<file path="config.mk">
export PLATFORM = sky130hd
export DESIGN_NAME = tlut_result_drain
export DESIGN_NICKNAME = d
export VERILOG_FILES = /design/src/rtl/tlut_pkg.sv /design/src/rtl/tlut_sat_acc_lane.sv /design/src/rtl/tlut_result_drain.sv
export SDC_FILE = /design/constraint.sdc
export NUM_CORES = 1
export LEC_CHECK = 0
export ABC_AREA = 1
export CAP_MARGIN = 20
export CORE_ASPECT_RATIO = 1.4
export CORE_MARGIN = 10
export CORE_UTILIZATION = 50
export DETAILED_ROUTE_END_ITERATION = 12
export HOLD_SLACK_MARGIN = 0.02
export PLACE_DENSITY = 0.79
export REMOVE_ABC_BUFFERS = 1
export SKIP_CTS_REPAIR_TIMING = 1
export SKIP_LAST_GASP = 1
export SLEW_MARGIN = 20
export SYNTH_ARGS = -nofsm -noshare
export SYNTH_HDL_FRONTEND = slang
export SYNTH_SLANG_ARGS = --single-unit
</file>
<file path="constraint.sdc">
create_clock -name clk -period 3.29 [get_ports clk]
set_clock_uncertainty 0.1 [all_clocks]
set_input_delay 0.658 -clock clk [delete_from_list [all_inputs] [get_ports clk]]
set_output_delay 0.658 -clock clk [all_outputs]
set_load 0.02 [all_outputs]
</file>
<file path="src/rtl/tlut_pkg.sv">
// rtl/tlut_pkg.sv - shared types and defaults for the TLUT result drain stage
package tlut_pkg;

  localparam int DIM_MULT_DEF  = 9;
  localparam int ACC_WIDTH_DEF = 8;
  localparam int OUT_WIDTH_DEF = 16;
  localparam int BEAT_W_DEF    = 8;
  localparam int LANE_W_DEF    = (DIM_MULT_DEF > 1) ? $clog2(DIM_MULT_DEF) : 1;

  typedef enum logic [1:0] {
    IDLE  = 2'd0,
    ACCUM = 2'd1,
    DRAIN = 2'd2
  } drain_state_t;

  typedef logic [LANE_W_DEF-1:0] lane_idx_t;

endpackage

</file>
<file path="src/rtl/tlut_sat_acc_lane.sv">
// rtl/tlut_sat_acc_lane.sv - one saturating K-reduction accumulator lane
module tlut_sat_acc_lane #(
  parameter int ACC_WIDTH = 8,
  parameter int OUT_WIDTH = 16
) (
  input  logic                 clk,
  input  logic                 rst_n,
  input  logic                 i_load,
  input  logic                 i_add,
  input  logic                 i_clear,
  input  logic [ACC_WIDTH-1:0] i_data,
  output logic [OUT_WIDTH-1:0] o_acc,
  output logic                 o_sat
);

  logic [OUT_WIDTH-1:0] r_acc;
  logic [OUT_WIDTH:0]   w_sum;
  logic                 w_carry;

  // One extra bit of headroom makes the carry out the saturation indicator
  assign w_sum   = (OUT_WIDTH+1)'(r_acc) + (OUT_WIDTH+1)'(i_data);
  assign w_carry = w_sum[OUT_WIDTH];
  assign o_sat   = i_add & w_carry;
  assign o_acc   = r_acc;

  // Accumulator register: clear wins, then load (first beat), then saturating add
  always_ff @(posedge clk or negedge rst_n) begin
    if (!rst_n) begin
      r_acc <= '0;
    end else if (i_clear) begin
      r_acc <= '0;
    end else if (i_load) begin
      r_acc <= OUT_WIDTH'(i_data);
    end else if (i_add) begin
      r_acc <= w_carry ? {OUT_WIDTH{1'b1}} : w_sum[OUT_WIDTH-1:0];
    end
  end

endmodule

</file>
<file path="src/rtl/tlut_result_drain.sv">
// rtl/tlut_result_drain.sv - K-beat lane reduction with serial valid/ready drain
module tlut_result_drain
  import tlut_pkg::*;
#(
  parameter int  DIM_MULT  = DIM_MULT_DEF,
  parameter int  ACC_WIDTH = ACC_WIDTH_DEF,
  parameter int  OUT_WIDTH = OUT_WIDTH_DEF,
  parameter int  BEAT_W    = BEAT_W_DEF,
  localparam int LW        = (DIM_MULT > 1) ? $clog2(DIM_MULT) : 1
) (
  input  logic                                clk,
  input  logic                                rst_n,
  input  logic                                in_valid,
  input  logic                                in_last,
  output logic                                in_ready,
  input  logic [DIM_MULT-1:0][ACC_WIDTH-1:0]  acc_in,
  output logic                                out_valid,
  input  logic                                out_ready,
  output logic [OUT_WIDTH-1:0]                out_data,
  output logic [LW-1:0]                       out_lane,
  output logic                                out_last,
  output logic                                overflow,
  output logic [BEAT_W-1:0]                   beat_count,
  output logic                                busy
);

  drain_state_t         r_state;
  logic                 r_in_ready;
  logic                 r_out_valid;
  logic [LW-1:0]        r_out_lane;
  logic                 r_out_last;
  logic                 r_overflow;
  logic [BEAT_W-1:0]    r_beat_count;

  logic                 w_in_fire;
  logic                 w_out_fire;
  logic                 w_load;
  logic                 w_add;
  logic                 w_clear;
  logic                 w_any_sat;
  logic [DIM_MULT-1:0]  w_sat;
  logic [OUT_WIDTH-1:0] w_acc [DIM_MULT];

  assign w_in_fire  = in_valid & r_in_ready;
  assign w_out_fire = r_out_valid & out_ready;
  assign w_load     = (r_state == IDLE)  & w_in_fire;
  assign w_add      = (r_state == ACCUM) & w_in_fire;
  // Final lane leaving the stage wipes every accumulator for the next reduction
  assign w_clear    = w_out_fire & r_out_last;
  assign w_any_sat  = |w_sat;

  genvar g;
  generate
    for (g = 0; g < DIM_MULT; g++) begin : g_lane
      tlut_sat_acc_lane #(
        .ACC_WIDTH (ACC_WIDTH),
        .OUT_WIDTH (OUT_WIDTH)
      ) u_lane (
        .clk     (clk),
        .rst_n   (rst_n),
        .i_load  (w_load),
        .i_add   (w_add),
        .i_clear (w_clear),
        .i_data  (acc_in[g]),
        .o_acc   (w_acc[g]),
        .o_sat   (w_sat[g])
      );
    end
  endgenerate

  // Accumulators are frozen during DRAIN, so the lane mux output is stable under stall
  assign out_data   = w_acc[r_out_lane];
  assign in_ready   = r_in_ready;
  assign out_valid  = r_out_valid;
  assign out_lane   = r_out_lane;
  assign out_last   = r_out_last;
  assign overflow   = r_overflow;
  assign beat_count = r_beat_count;
  assign busy       = (r_state != IDLE);

  // Control FSM: accept beats in IDLE/ACCUM, then walk lanes out one per transfer
  always_ff @(posedge clk or negedge rst_n) begin
    if (!rst_n) begin
      r_state      <= IDLE;
      r_in_ready   <= 1'b1;
      r_out_valid  <= 1'b0;
      r_out_lane   <= '0;
      r_out_last   <= 1'b0;
      r_overflow   <= 1'b0;
      r_beat_count <= '0;
    end else begin
      case (r_state)
        IDLE: begin
          if (w_in_fire) begin
            r_beat_count <= BEAT_W'(1);
            if (in_last) begin
              r_state     <= DRAIN;
              r_in_ready  <= 1'b0;
              r_out_valid <= 1'b1;
              r_out_lane  <= '0;
              r_out_last  <= (DIM_MULT == 1);
            end else begin
              r_state <= ACCUM;
            end
          end
        end
        ACCUM: begin
          if (w_in_fire) begin
            if (r_beat_count != {BEAT_W{1'b1}}) begin
              r_beat_count <= r_beat_count + BEAT_W'(1);
            end
            if (w_any_sat) begin
              r_overflow <= 1'b1;
            end
            if (in_last) begin
              r_state     <= DRAIN;
              r_in_ready  <= 1'b0;
              r_out_valid <= 1'b1;
              r_out_lane  <= '0;
              r_out_last  <= (DIM_MULT == 1);
            end
          end
        end
        DRAIN: begin
          if (w_out_fire) begin
            if (r_out_last) begin
              r_state      <= IDLE;
              r_in_ready   <= 1'b1;
              r_out_valid  <= 1'b0;
              r_out_lane   <= '0;
              r_out_last   <= 1'b0;
              r_overflow   <= 1'b0;
              r_beat_count <= '0;
            end else begin
              r_out_lane <= r_out_lane + LW'(1);
              r_out_last <= ((r_out_lane + LW'(1)) == LW'(DIM_MULT - 1));
            end
          end
        end
        default: begin
          r_state <= IDLE;
        end
      endcase
    end
  end

endmodule

</file>
==> flow_summary.json <==
{
  "status": "complete, but fails checks",
  "violations": "setup timing",
  "relSlewSlack": 0.469,
  "pwr_density_cell_nw_per_um2": 302,
  "min_path_type": "input port to asynchronous set/reset pin",
  "wl_met1_mm": 16.8,
  "finalWorstSetupSlack_ns": -0.0924,
  "hpwl_mm": 32.0,
  "crit_path_end_kind": "output pin",
  "rsz0062_at_grt": "true",
  "finalHoldViolations": 0,
  "ys.flop_type": "dfrtp_1",
  "synth-compound-area-share": 0.208,
  "cp_cell_sequence": "buf_4 -> a21oi_1 -> o21ai_1 -> nand3_1 -> nand3_1 -> o21ai_0 -> clkdlybuf4s50_1",
  "io_buffers": 109,
  "final_nets": 2223,
  "clockRootBuffer": "clkbuf_16",
  "ys_seq_area_frac": 0.306,
  "slowest_delay_ns": 0.56,
  "syn_area_um2": 13200,
  "cts_tree": "yes",
  "grt_max_degree": 95,
  "vias": 14000,
  "wire_per_inst_um": 18.1,
  "crit_buf_inv": 2,
  "fp.dieH_um": 213,
  "synth_top_family_by_area": "simple AND/OR/NAND/NOR gates",
  "synth_top_area_share": 0.304,
  "viasPerCell": 5.85,
  "synthToLayoutAreaGrowth_pct": 17.0,
  "clock_latency_ns": 0.45,
  "critPathTopFamily": "buffers and inverters",
  "synth_adder_area_share": 0.0883,
  "synth_cell_types": 43,
  "rows": 70,
  "drtIter0Drc": 1358,
  "finalSetupViolCount": 2,
  "layout-drive-gt1-share": 0.0541,
  "synth_warnings": 0,
  "antenna_found_initial": 0,
  "p_leak_nw": 7.91,
  "final_common_cell": "nand2_1",
  "path_clk_slew_ns": 0.07,
  "core_um2": 26100,
  "ir_drop_mv": 0.394,
  "crit_path_top_delay_cell": "clkdlybuf4s50_1",
  "ys_top_cells_by_area": "dfrtp_1, nand2_1, o21ai_0",
  "place_ws_ns": 0.0747,
  "dieArea_um2": 33500,
  "layout_common_cells": "nand2_1, o21ai_0, inv_1",
  "cp_data_arrival_time_ns": 2.62,
  "dr.max_layer_used": "met4",
  "grtUsageTotal": 0.260,
  "die_x_um": 158,
  "fmax_mhz": 296,
  "synth_area_per_cell_um2": 6.77,
  "io_pins": 110,
  "grt-ovfl-total": 0,
  "total_power_mw": 4.68,
  "synth_xor_xnor_area_share": 0.0318,
  "wl_met3_mm": 3.14,
  "slew_viol_final": 0,
  "drc": 0,
  "cts_made_buffers": 17,
  "fin_crit_ns": 3.38,
  "start_kind": "register",
  "synth.mux.area_fraction": 0,
  "drt-total-wl_mm": 43.5,
  "cts_buffer_depth": 2,
  "grt_pass1_wl_mm": 69.6,
  "fin_crit_sh": 1.03,
  "h-tree-depth": 4,
  "ys_ff_latch": 162,
  "synth_edf_count": 0,
  "worst_slew_pin_slew_ns": 0.797,
  "cap_violations": 0,
  "cp_common_cell": "nand3_1",
  "critical_path_class": "register to output pin",
  "worst_ep_required_time_ns": 2.53,
  "yosysTopAreaCell": "dfrtp_1",
  "antennaDiodeCount": 0,
  "postSynth.asyncResetShare": 1.00,
  "path_max_fanout": 38,
  "ant_nets": 0,
  "synthSimpleGateAreaFrac": 0.279,
  "dr.pass1.iters": 6,
  "grt_pass1_vias": 13600,
  "synthCells": 1956,
  "tns_ns": -0.135,
  "cts.sinks": 162,
  "gp_congestion": 1.00,
  "met2_length_mm": 20.8,
  "start_util": 0.507
}
[through the flow]
step                      instance area [um2]  cells   util  hold slack, ns
after floorplan                         12900   1890      -           0.262
after global placement                  14800   2363  0.568           0.392
after detailed placement                14800   2363  0.568           0.403
after CTS                               15400   2395  0.592           0.109
after global routing                    15500   2395  0.593           0.135
final                                   15500   2395  0.593          0.0903
[routing by layer]
| metal | vias up | GRT usage |
|---|---|---|
| met5 | - | 0 |
| met4 | 0 | 0.159 |
| met3 | 138 | 0.0457 |
| met2 | 590 | 0.432 |
| met1 | 6519 | 0.305 |
| li1 | 6768 | - |
[power breakdown]
part | switching [mW] | total, mW | leakage (nW) | internal (mW)
clock network | 0.896 | 2.19 | 0.304 | 1.29
registers | 0 | 1.99 | 1.88 | 1.99
logic | 0.276 | 0.498 | 5.72 | 0.222
total | 1.17 | 4.68 | 7.91 | 3.50
[cells in the mapped netlist, drive strengths merged (29+ instances only)]
cell and n:
nand2 470, o21ai 257, inv 222, nand3 168, dfrtp 161, a21oi 154
nor2 141, ha 79, clkbuf 34, o211ai 33, buf 32, nor3 31
o22ai 29, xor2 29
[worst register-to-register path, stage by stage, from the launching register on]
cell and delay [ns]:
dfrtp_1 0.43, ha_1 0.24, fa_1 0.41, nand3_1 0.08, nand3_1 0.13, nand2_1 0.09
nand2_1 0.12, nand2_1 0.11, buf_4 0.18, nand3_1 0.09, nor2_1 0.18, nand3_1 0.13
nand3_1 0.09, nand2_1 0.05
[state kept, by name, summed over array words and instances, names as in the netlist]
signal	cells
in_ready	1
out_lane	4
out_last	1
beat_count	8
out_valid	1
g_lane.u_lane.o_acc	144
r_state	2
overflow	1
[layout make-up]
class / instances / area [um2]
Clock buffer: 19 / 443
Multi-Input combinational cell: 1503 / 8040
Clock inverter: 13 / 181
Tap cell: 324 / 405
Timing Repair Buffer: 149 / 1510
Fill cell: 2392 / 10600
Inverter: 225 / 851
Sequential cell: 162 / 4060
[worst paths after layout]
kind / from / depth (start not counted) / slack (ns) / end
worst min-delay path: rst_n / 1 / 0.09 / g_lane[5].u_lane.o_acc[15]$_DFFE_PN0P_
max in group asynchronous: rst_n / 2 / 2.19 / g_lane[2].u_lane.o_acc[5]$_DFFE_PN0P_
worst max-delay path: out_lane[0]$_DFFE_PN0P_ / 7 / -0.09 / out_data[6]
worst max register to register: g_lane[0].u_lane.o_acc[0]$_DFFE_PN0P_ / 13 / 0.77 / overflow$_DFFE_PN0P_
worst min register to register: g_lane[8].u_lane.o_acc[7]$_DFFE_PN0P_ / 2 / 0.41 / g_lane[8].u_lane.o_acc[7]$_DFFE_PN0P_
min in group clk: g_lane[8].u_lane.o_acc[7]$_DFFE_PN0P_ / 2 / 0.41 / g_lane[8].u_lane.o_acc[7]$_DFFE_PN0P_
[logic make-up after synthesis]
group / Yosys count
AND/OR/NAND/NOR: 859
AO/OA/AOI/OAI: 508
buffers and inverters: 291
flip-flops: 162
adder cells (fa/ha/maj): 88
XOR/XNOR: 48
Power figures use the tool's default switching activity.
